## src/rtl/pixel_frame_scheduler_if.sv

```systemverilog
// Pixel stream bundle between the downscaler, the frame scheduler and the AXI master.
//   pds_* : downscaled pixel stream into the scheduler (valid/ready)
//   pat_* : tagged pixel stream out to the AXI master (valid/ready + line/frame last)
// Modports:
//   slave  : the scheduler's view (consumes pds_*, produces pat_*)
//   master : the surrounding environment's view (produces pds_*, consumes pat_*)
interface pixel_frame_scheduler_if #(
    parameter int unsigned GS_PXL_W = 8
) ();
    logic [GS_PXL_W-1:0] pds_pxl;
    logic                pds_pxl_vld;
    logic                pds_pxl_rdy;
    logic [GS_PXL_W-1:0] pat_pxl;
    logic                pat_pxl_vld;
    logic                pat_pxl_rdy;
    logic                pat_line_last;
    logic                pat_frame_last;

    modport slave (
        input  pds_pxl,
        input  pds_pxl_vld,
        output pds_pxl_rdy,
        output pat_pxl,
        output pat_pxl_vld,
        input  pat_pxl_rdy,
        output pat_line_last,
        output pat_frame_last
    );

    modport master (
        output pds_pxl,
        output pds_pxl_vld,
        input  pds_pxl_rdy,
        input  pat_pxl,
        input  pat_pxl_vld,
        output pat_pxl_rdy,
        input  pat_line_last,
        input  pat_frame_last
    );
endinterface

```

## src/rtl/pixel_frame_scheduler.sv

```systemverilog
// Frame-level scheduler between the pixel downscaler and the pixel AXI4 master.
// Tracks the downscaled raster (COL_NUM/2 x ROW_NUM/2) and decides per frame whether to
// forward it (STREAM), drop it for frame-rate decimation (DROP) or discard it (IDLE/DONE).
// Forwarded pixels pass through combinationally, tagged with line-last / frame-last.
//
// Ports:
//   clk, rst_n     : clock, asynchronous active-low reset
//   cfg_en_i       : capture enable (level)
//   cfg_single_i   : 1 = single-shot, 0 = continuous
//   cfg_skip_i     : frames dropped between forwarded frames
//   bus            : pixel_frame_scheduler_if.slave (pds_* in, pat_* out)
//   busy_o         : high while streaming a frame
//   done_o         : one-cycle pulse after a single-shot frame completes
// Optional feature (macro DSCL_FRAME_STAT_EN):
//   frm_tx_cnt_o   : wrapping count of forwarded frames
//   frm_drop_cnt_o : wrapping count of decimated frames
module pixel_frame_scheduler #(
    parameter int unsigned GS_PXL_W = 8,
    parameter int unsigned COL_NUM  = 640,
    parameter int unsigned ROW_NUM  = 480,
    parameter int unsigned SKIP_W   = 4
) (
    input  logic                     clk,
    input  logic                     rst_n,
    input  logic                     cfg_en_i,
    input  logic                     cfg_single_i,
    input  logic [SKIP_W-1:0]        cfg_skip_i,
    pixel_frame_scheduler_if.slave   bus,
    output logic                     busy_o,
`ifdef DSCL_FRAME_STAT_EN
    output logic [15:0]              frm_tx_cnt_o,
    output logic [15:0]              frm_drop_cnt_o,
`endif
    output logic                     done_o
);

    localparam int unsigned OCOL = COL_NUM / 2;
    localparam int unsigned OROW = ROW_NUM / 2;
    localparam int unsigned CW   = (OCOL > 1) ? $clog2(OCOL) : 1;
    localparam int unsigned RW   = (OROW > 1) ? $clog2(OROW) : 1;

    typedef enum logic [1:0] {
        StIdle   = 2'd0,
        StStream = 2'd1,
        StDrop   = 2'd2,
        StDone   = 2'd3
    } state_e;

    state_e            state_q;
    logic [SKIP_W-1:0] skip_q;
    logic              done_q;
    logic [CW-1:0]     col_q, col_d;
    logic [RW-1:0]     row_q, row_d;

    logic                stream;
    logic                hs;
    logic                col_last;
    logic                row_last;
    logic                fb;
    logic [GS_PXL_W-1:0] pxl;

    // Data path: zero-latency passthrough, gated only by state.
    assign stream             = (state_q == StStream);
    assign pxl                = bus.pds_pxl;
    assign bus.pat_pxl        = pxl;
    assign bus.pat_pxl_vld    = stream & bus.pds_pxl_vld;
    // Outside STREAM pixels are accepted and discarded so the camera never stalls.
    assign bus.pds_pxl_rdy    = stream ? bus.pat_pxl_rdy : 1'b1;
    assign col_last           = (col_q == CW'(OCOL - 1));
    assign row_last           = (row_q == RW'(OROW - 1));
    assign bus.pat_line_last  = bus.pat_pxl_vld & col_last;
    assign bus.pat_frame_last = bus.pat_line_last & row_last;
    assign busy_o             = stream;
    assign done_o             = done_q;

    // Raster position advances on every accepted pixel, whatever the state.
    assign hs = bus.pds_pxl_vld & bus.pds_pxl_rdy;
    assign fb = hs & col_last & row_last;

    always_comb begin
        col_d = col_q;
        row_d = row_q;
        if (hs) begin
            if (col_last) begin
                col_d = '0;
                row_d = row_last ? '0 : row_q + 1'b1;
            end else begin
                col_d = col_q + 1'b1;
            end
        end
    end

    always_ff @(posedge clk or negedge rst_n) begin
        if (!rst_n) begin
            col_q <= '0;
            row_q <= '0;
        end else begin
            col_q <= col_d;
            row_q <= row_d;
        end
    end

    // Frame decisions are taken only at the frame boundary (DONE exit excepted).
    always_ff @(posedge clk or negedge rst_n) begin
        if (!rst_n) begin
            state_q <= StIdle;
            skip_q  <= '0;
            done_q  <= 1'b0;
        end else begin
            done_q <= 1'b0;
            unique case (state_q)
                StIdle: begin
                    if (fb && cfg_en_i) begin
                        state_q <= StStream;
                        skip_q  <= cfg_skip_i;
                    end
                end
                StStream: begin
                    if (fb) begin
                        if (cfg_single_i) begin
                            state_q <= StDone;
                            done_q  <= 1'b1;
                        end else if (!cfg_en_i) begin
                            state_q <= StIdle;
                        end else if (skip_q == '0) begin
                            skip_q <= cfg_skip_i;
                        end else begin
                            state_q <= StDrop;
                            skip_q  <= skip_q - 1'b1;
                        end
                    end
                end
                StDrop: begin
                    if (fb) begin
                        if (!cfg_en_i) begin
                            state_q <= StIdle;
                        end else if (skip_q == '0) begin
                            state_q <= StStream;
                            skip_q  <= cfg_skip_i;
                        end else begin
                            skip_q <= skip_q - 1'b1;
                        end
                    end
                end
                StDone: begin
                    if (!cfg_en_i) begin
                        state_q <= StIdle;
                    end
                end
                default: state_q <= StIdle;
            endcase
        end
    end

`ifdef DSCL_FRAME_STAT_EN
    logic [15:0] frm_tx_q;
    logic [15:0] frm_drop_q;

    always_ff @(posedge clk or negedge rst_n) begin
        if (!rst_n) begin
            frm_tx_q   <= '0;
            frm_drop_q <= '0;
        end else begin
            if (fb && (state_q == StStream)) frm_tx_q <= frm_tx_q + 16'd1;
            if (fb && (state_q == StDrop))   frm_drop_q <= frm_drop_q + 16'd1;
        end
    end

    assign frm_tx_cnt_o   = frm_tx_q;
    assign frm_drop_cnt_o = frm_drop_q;
`endif

endmodule

```

## src/flat_wrapper.sv

```systemverilog
// flat-port wrapper written by rule: the top's interface ports become plain ports
module pixel_frame_scheduler_flat 
#(
    parameter int unsigned GS_PXL_W = 8,
    parameter int unsigned COL_NUM  = 640,
    parameter int unsigned ROW_NUM  = 480,
    parameter int unsigned SKIP_W   = 4
)
  (clk, rst_n, cfg_en_i, cfg_single_i, cfg_skip_i, busy_o, done_o, bus_pds_pxl, bus_pds_pxl_vld, bus_pds_pxl_rdy, bus_pat_pxl, bus_pat_pxl_vld, bus_pat_pxl_rdy, bus_pat_line_last, bus_pat_frame_last);
  pixel_frame_scheduler_if #(.GS_PXL_W(GS_PXL_W)) bus_i ();
  input  logic clk;
  input  logic rst_n;
  input  logic cfg_en_i;
  input  logic cfg_single_i;
  input  logic [SKIP_W-1:0] cfg_skip_i;
  output logic busy_o;
  output logic done_o;
  input wire logic [$bits(bus_i.pds_pxl)-1:0] bus_pds_pxl;
  input wire logic [$bits(bus_i.pds_pxl_vld)-1:0] bus_pds_pxl_vld;
  output wire logic [$bits(bus_i.pds_pxl_rdy)-1:0] bus_pds_pxl_rdy;
  output wire logic [$bits(bus_i.pat_pxl)-1:0] bus_pat_pxl;
  output wire logic [$bits(bus_i.pat_pxl_vld)-1:0] bus_pat_pxl_vld;
  input wire logic [$bits(bus_i.pat_pxl_rdy)-1:0] bus_pat_pxl_rdy;
  output wire logic [$bits(bus_i.pat_line_last)-1:0] bus_pat_line_last;
  output wire logic [$bits(bus_i.pat_frame_last)-1:0] bus_pat_frame_last;
  assign bus_i.pds_pxl = bus_pds_pxl;
  assign bus_i.pds_pxl_vld = bus_pds_pxl_vld;
  assign bus_pds_pxl_rdy = bus_i.pds_pxl_rdy;
  assign bus_pat_pxl = bus_i.pat_pxl;
  assign bus_pat_pxl_vld = bus_i.pat_pxl_vld;
  assign bus_i.pat_pxl_rdy = bus_pat_pxl_rdy;
  assign bus_pat_line_last = bus_i.pat_line_last;
  assign bus_pat_frame_last = bus_i.pat_frame_last;
  pixel_frame_scheduler #(.GS_PXL_W(GS_PXL_W), .COL_NUM(COL_NUM), .ROW_NUM(ROW_NUM), .SKIP_W(SKIP_W)) u_core (.clk(clk), .rst_n(rst_n), .cfg_en_i(cfg_en_i), .cfg_single_i(cfg_single_i), .cfg_skip_i(cfg_skip_i), .bus(bus_i), .busy_o(busy_o), .done_o(done_o));
endmodule
```

## config.mk

```make
export PLATFORM = sky130hd
export DESIGN_NAME = pixel_frame_scheduler_flat
export DESIGN_NICKNAME = d
export VERILOG_FILES = /design/src/rtl/pixel_frame_scheduler_if.sv /design/src/rtl/pixel_frame_scheduler.sv /design/src/flat_wrapper.sv
export SDC_FILE = /design/constraint.sdc
export NUM_CORES = 1
export LEC_CHECK = 0
export CAP_MARGIN = 20
export CORE_UTILIZATION = 34
export CTS_BUF_LIST = sky130_fd_sc_hd__clkbuf_4 sky130_fd_sc_hd__clkbuf_8
export CTS_CLUSTER_DIAMETER = 120
export DETAILED_ROUTE_END_ITERATION = 10
export GPL_ROUTABILITY_DRIVEN = 0
export PLACE_DENSITY_LB_ADDON = 0.15
export SKIP_LAST_GASP = 1
export SYNTH_ARGS = -nofsm -noshare
export SYNTH_HDL_FRONTEND = slang
export SYNTH_SLANG_ARGS = --single-unit
```

## constraint.sdc

```tcl
create_clock -name clk -period 2 [get_ports clk]
set_input_delay 0.4 -clock clk [delete_from_list [all_inputs] [get_ports clk]]
set_output_delay 0.4 -clock clk [all_outputs]
set_load 0.005 [all_outputs]
```

* Word-level counts from Yosys, hierarchy flattened
Cells that the tools add are included.
** Word-level totals
- Output and inout port bits :: 14
- Flip-flop bits (word level) :: 24
- Bits of input ports :: 18
- Word-level logic and storage cells :: 56
** Operators by class
- Add/sub/neg operators :: 3
- Equal/unequal tests :: 12
- Mux-type cells :: 23
- Bitwise gates (word level) :: 6
- Reductions and logical operators :: 7
** Operators by type and width (count)
- 4-bit 2-to-1 mux :: 6
- 2-bit 2-to-1 mux :: 9
- 4-bit one-hot mux with 3 select lines :: 1
- 9-bit by 1-bit adder with 9-bit output, second input constant :: 1
- 9-bit equality test, second input constant :: 1
- 9-bit 2-to-1 mux :: 1
- 8-bit by 1-bit adder with 8-bit output, second input constant :: 1
- 8-bit equality test, second input constant :: 1
- 8-bit 2-to-1 mux :: 1
- 2-bit one-hot mux with 4 select lines :: 1
- 1-bit AND :: 6
- 2-bit != test, second input constant :: 3
- 6-bit AND reduction :: 1
- 5-bit AND reduction :: 1
- 2-bit equality test, second input constant :: 2
- 4-bit zero test :: 1
- 1-bit 2-to-1 mux :: 4
- 2-bit by 1-bit != test with 1-bit output, second input constant :: 2
- 4-bit != test, second input constant :: 1
- 4-bit by 1-bit subtractor with 4-bit output, second input constant :: 1
- 3-bit by 2-bit != test with 1-bit output, second input constant :: 1
- 3-bit nonzero test :: 1
- 2-bit by 1-bit equality test with 1-bit output, second input constant :: 1
- 2-bit zero test :: 1
- 2 further kinds :: 2

* Logic depth before layout (Yosys ltp)
Gate-level depths: netlist of run 1.
- Depth in word-level cells :: 8
- Mapped depth :: 8
- Depth with buffers taken out :: 8

* Least setup slack after synthesis of run 1
No wires, ideal clock.
- Kind :: reg2reg
- Start :: reg u_core.state_q[1]
- End :: reg u_core.skip_q[0]
- Arrival :: 1744 ps
- Period minus slack after synthesis :: 1879 ps
- Stages on the path, launching flop included :: 8
- Required time :: 1866 ps
- Buffers on the path :: 0
- Path slack :: 121 ps
- Setup time :: 134 ps
- Path through :: dfrtp_1 inv_1 ha_1 and2b_1 nor4_4 a21oi_2 nor4_1 a211oi_2
** On the way
- Cells in the longest elaborated chain, start to end :: 8
- Elaborated cells on any way between the ends :: 15
- Classes of those cells :: 6 x eq/ne; 2 x mux; 3 x bitwise; 4 x reduce/logical
** RTL lines
- from (decl) :: line pixel_frame_scheduler.sv:49 : state_e state_q;
- from (signal assigned) :: line pixel_frame_scheduler.sv:106 : state_q <= StIdle;
- from (signal assigned) :: line pixel_frame_scheduler.sv:114 : state_q <= StStream;
- from (signal assigned) :: line pixel_frame_scheduler.sv:121 : state_q <= StDone;
- 2-bit by 1-bit equality test with 1-bit output * :: line pixel_frame_scheduler.sv:63 : assign stream = (state_q == StStream);
- named net busy_o :: line flat_wrapper.sv:16 : output logic busy_o;
- 1-bit 2-to-1 mux :: line pixel_frame_scheduler.sv:68 : assign bus.pds_pxl_rdy = stream ? bus.pat_pxl_rdy : 1'b1;
- 1-bit AND :: line pixel_frame_scheduler.sv:77 : assign hs = bus.pds_pxl_vld & bus.pds_pxl_rdy;
- 1-bit AND (2 in a row) :: line pixel_frame_scheduler.sv:78 : assign fb = hs & col_last & row_last;
- 1-bit logical AND :: line pixel_frame_scheduler.sv:113 : if (fb && cfg_en_i) begin
- 2-bit by 1-bit != test with 1-bit output (no line)
- 5-bit AND reduction (no line)
- to (signal assigned) :: line pixel_frame_scheduler.sv:115 : skip_q <= cfg_skip_i;
- to (signal assigned) :: line pixel_frame_scheduler.sv:126 : skip_q <= cfg_skip_i;
- to (signal assigned) :: line pixel_frame_scheduler.sv:129 : skip_q <= skip_q - 1'b1;
- to (decl) :: line pixel_frame_scheduler.sv:50 : logic [SKIP_W-1:0] skip_q;
Mark *: on every way through the listed nets, which the timed path passes. The rest lies on a longest branch.
A chain may end at the register's enable or synchronous reset.

* Worst setup path after layout of run 1
- Start :: reg u_core.col_q[0]
- End :: reg u_core.state_q[0]
** On the way
- Cells in the longest elaborated chain, start to end :: 6
- Elaborated cells on any way between the ends :: 8
- Classes of those cells :: 4 x eq/ne; 2 x bitwise; 2 x reduce/logical
** RTL lines
- from (decl) :: line pixel_frame_scheduler.sv:52 : logic [CW-1:0] col_q, col_d;
- from (signal assigned) :: line pixel_frame_scheduler.sv:98 : col_q <= col_d;
- 9-bit equality test * :: line pixel_frame_scheduler.sv:69 : assign col_last = (col_q == CW'(OCOL - 1));
- 1-bit AND * (2 in a row) :: line pixel_frame_scheduler.sv:78
- 1-bit logical AND :: line pixel_frame_scheduler.sv:113
- 2-bit by 1-bit != test with 1-bit output (no line)
- 6-bit AND reduction (no line) *
- to (signal assigned) :: line pixel_frame_scheduler.sv:114
- to (signal assigned) :: line pixel_frame_scheduler.sv:121
- to (signal assigned) :: line pixel_frame_scheduler.sv:124 : state_q <= StIdle;
Mark *: on every way between the ends. The rest lies on a longest branch, timed or not.

==> summary by stage, run 1 <==
Clock tree
The clock tree root buffer cell is sky130_fd_sc_hd__clkbuf_8. For this design, the CTS-stage hold fixing added 0 buffers. After clock tree synthesis, the clock-pin slew on the worst setup and hold paths is 0.09 ns. TritonCTS built the clock tree.

The total clock buffers created by CTS is 3. The clock insertion delay at the later pin of the skew report is 0.27 ns. The clock net sink count is 24. In this run the deepest clock path goes through 2 buffers. The number of H-tree branching levels is 1.

Routing
The count of antenna-violating nets left after detailed routing is 0. In the routed layout, each cell is associated on average with a via count of 5.25. Dividing the detail-routed wire length by the instance count gives 13.5 um. The number of detailed-route iterations in the first pass is 4. The total routed wirelength is 3.49 mm.

The routed layout has between 1000 and 1500 vias. The initial detailed-routing violation count is 34. The count of unresolved DRC violations after routing is 0.

Placed design
The HPWL reported at the end of detailed placement is ~2.5 mm. In this run the tool buffered the top-level ports with 15 buffer cells. The cell total after placement is 245.

GRT
After global routing the overflow that remains totals 0. Entering global routing, the biggest net connects 25 pins. Across every metal layer, demand over resource in global routing totals 0.150.

The via count of the first global-routing pass is 1314. The number of antenna violations at the first check in global routing is 0. The global-route wire length before repair is 5.85 mm.

Worst setup path
The critical path goes through ha_4 -> nand4b_1 -> buf_4 -> nor4_4 -> buf_4 -> a21oi_4 -> o31a_1 -> o211ai_2. The setup path with the least slack is of type register to register. For this run, the slowest stage of the critical path takes 0.41 ns. Counting both buffers and inverters, the worst setup path holds a total of 2. The most numerous cell type found on the critical path is sky130_fd_sc_hd__buf_4.

The slowest cell on the critical path is sky130_fd_sc_hd__dfrtp_1. For the worst setup path, the data arrival time is 2.17 ns. STA classifies the critical path startpoint as a register. Along the worst path, the maximum fanout reaches 5.

The critical path's top delay family is compound AO/OA/AOI/OAI gates. The data required time at the worst endpoint is 2.20 ns. The element type at the critical path end is a register.

Finish
Fill cells in the final layout number 406. The synthesis-to-layout area growth is 35.5%. The net count of the finished layout is 235. The count of inserted antenna diode cells is 0. The count of placed standard cells in the final layout, fillers left out is 259. The fraction of layout instances using a drive strength above 1 is 0.295.

Die
The initialized floorplan defines 24 standard-cell rows. During I/O placement, the number of pins put on the boundary was 32. The initial utilization of the core area, before any placement, comes to 0.351. The die covers 4770 um2.

The floorplan step defined a core boundary enclosing roughly 4400 um2. The die is 69.1 um wide. From bottom edge to top edge, the die measures between 60 and 70 um.

Logic synthesis
The proportion of synthesized chip area in sequential cells is 0.392. The synthesized instance count is 166. The number of enable-type register cells in the synthesized netlist is 0. The synthesized cell area is 1530 um2. The area fraction in compound gates after synthesis is 0.150. The fraction of the mapped netlist area in adder cells is 0.0736. The mux share of post-synthesis cell area is 0.0139. Of the total synthesized cell area, the portion taken by XOR and XNOR cells is 0.0343. By area, the combinational part of the netlist is dominated by simple AND/OR/NAND/NOR gates. After synthesis the netlist holds a flip-flop and latch count of 24. The count of warnings emitted by yosys is 0.

Synthesis produced a netlist with a net count of 193. The number of different library cells used by synthesis comes to 42. The average footprint of a synthesized cell is 9.22 um2. Of the total synthesized cell area, the portion taken by AND, OR, NAND and NOR gates is 0.271. For this run, asynchronously set or reset flops after synthesis account for 1.00. The dominant synthesized flop cell is sky130_fd_sc_hd__dfrtp_1.

STA
After routing, the total negative slack on setup checks comes to 0 ns. The final hold violation count is 0. The relative slew slack is 0.751. Derived from the worst setup path, the maximum achievable clock frequency is around 510 MHz. The final period utilization is 0.982. The number of slew-limit violations in the final report is 0.

The worst-margin pin slew is between 0.3 and 0.4 ns. The clock arrives with between 0.009 and 0.01 ns of skew. Setup repair after global routing could not meet its margin everywhere. On the final layout, the worst hold slack is 0.483 ns. The final critical path time including I/O delays and setup is approximately 2.0 ns. The setup violation total in the final timing report is 0.

Pwr
The combinational share of power is 0.171. The power per unit of standard cell area is 592 nW/um2. Summed over all nets, the switching power comes to approximately 0.3 mW. Across the VDD grid, the largest voltage drop is 0.000418 V. The internal portion of total power is 0.930 mW. Summed over all cells, the static leakage comes to roughly 0.94 nW. Of the total power, the share spent switching nets is 0.243. The share of total power dissipated in sequential elements is 0.479.

The completed layout was analyzed and its total power is 1.23 mW. Of the total power, the clock network draws 0.350.

Outcome
The flow ran to the end, and the final reports show no timing, DRC or antenna violations.

Min path
The path class of the lowest-slack min-delay path is input port to async pin.

Job
The total of max-cap violations is 0.
cell families after synthesis:
logic type,Yosys count
simple gates,74
compound gates,34
flops,24
buf+inv,17
fa+ha+maj,9
xor+xnor,6
mux,2
placed cells by master (no fill, tap or decap), drive strengths merged, types with 3 or more instances in the layout:
master         netlist  final
a21oi                5      6
clkdlybuf4s50        0     11
clkbuf               1      4
nand2               16     16
and3                 5      5
inv                  7      7
nand3               10     10
xnor2                5      5
nor2                13     13
ha                   9      9
nand4b               3      3
buf                  9     31
o21ai               14     14
nor3                10     10
dfrtp               24     24
o31ai                3      3
a21o                 3      3
and2                 5      5
registers in the layout (all words and copies together) (netlist names):
signal,cells
u_core.skip_q,4
u_core.state_q,2
u_core.done_o,1
u_core.col_q,9
u_core.row_q,8
metrics by stage:
stage | instance area, um2 | setup slack (ns) | util
detailed placement | 1840 | -0.157 | 0.422
finish | 2070 | 0.0355 | 0.476
global placement | 1840 | -0.109 | 0.422
floorplan | 1530 | 0.121 | -
CTS | 1950 | -0.000301 | 0.447
global route | 2070 | -0.0526 | 0.476
per-layer routing:
layer,global-route usage,share of wire,vias up
met1,0.191,0.44,658
met3,0.0322,0.045,6
met2,0.252,0.50,33
li1,-,-,664
met5,0,0,-
met4,0.0499,0.011,0
cell usage after synthesis, types with 2 or more instances:
cell type / n / share of area
sky130_fd_sc_hd__dfrtp_1: 24 / 0.39
sky130_fd_sc_hd__nor3_1: 9 / 0.029
sky130_fd_sc_hd__o21ai_0: 14 / 0.046
sky130_fd_sc_hd__o31a_1: 2 / 0.011
sky130_fd_sc_hd__xnor2_1: 5 / 0.029
sky130_fd_sc_hd__a21o_1: 3 / 0.015
sky130_fd_sc_hd__a21oi_1: 4 / 0.013
sky130_fd_sc_hd__nand4_1: 2 / 0.0082
sky130_fd_sc_hd__ha_1: 9 / 0.074
sky130_fd_sc_hd__nand2_1: 16 / 0.039
sky130_fd_sc_hd__a2bb2oi_1: 2 / 0.011
sky130_fd_sc_hd__buf_4: 9 / 0.044
sky130_fd_sc_hd__and3_1: 5 / 0.020
sky130_fd_sc_hd__o31ai_1: 2 / 0.0098
sky130_fd_sc_hd__inv_1: 7 / 0.017
sky130_fd_sc_hd__nor2_1: 12 / 0.029
sky130_fd_sc_hd__and2_1: 3 / 0.012
sky130_fd_sc_hd__nand3_1: 10 / 0.033
sky130_fd_sc_hd__nand4b_1: 3 / 0.017
sky130_fd_sc_hd__nor3b_1: 2 / 0.0098
sky130_fd_sc_hd__nor2b_1: 2 / 0.0082
final timing paths:
| path | from | endpoint | slack (ns) | cells after the start |
|---|---|---|---|---|
| min in group clk | u_core.row_q[1] | u_core.row_q[1] | 0.51 | 2 |
| setup / recovery | u_core.col_q[0] | u_core.state_q[0] | 0.04 | 8 |
| hold reg to reg | u_core.row_q[1] | u_core.row_q[1] | 0.51 | 2 |
| hold / removal | rst_n | u_core.col_q[1] | 0.48 | 2 |
| max in group asynchronous | rst_n | u_core.col_q[8] | 1.26 | 2 |
| setup reg to reg | u_core.col_q[0] | u_core.state_q[0] | 0.04 | 8 |
repair_timing:
item | in CTS | in global routing
endpoints found under the setup margin | 5 | 13
pin swaps | 4 | 9
gates resized for setup | 7 | 21
cloned | 0 | 1
setup buffers | 4 | 6
cell type report:
cell class,count,area [um2],share of cell area
multi-input cells,126,931,0.449
flip-flops and latches,24,601,0.290
repair buffers,46,379,0.183
well taps,52,65.1,0.0314
clock buffers,3,41.3,0.0199
clock inverters,1,30.0,0.0145
inverters,7,26.3,0.0127
power by group through the flow:
stage | clock (mW) | combinational, mW | sequential, mW
2_1_floorplan | 0 | 0.0945 | 0.580
3_3_place_gp | 0 | 0.147 | 0.589
3_5_place_dp | 0 | 0.152 | 0.591
4_1_cts | 0.440 | 0.174 | 0.581
5_1_grt | 0.461 | 0.229 | 0.592
6_report | 0.430 | 0.210 | 0.588
Note: power is estimated with default switching activity, not from simulation.
==> inputs of run 2 (changes only) <==
- CTS_CLUSTER_DIAMETER: 120 -> 30
==> results of run 2 <==
Final layout, timing and power as in run 1 (identical DEF).
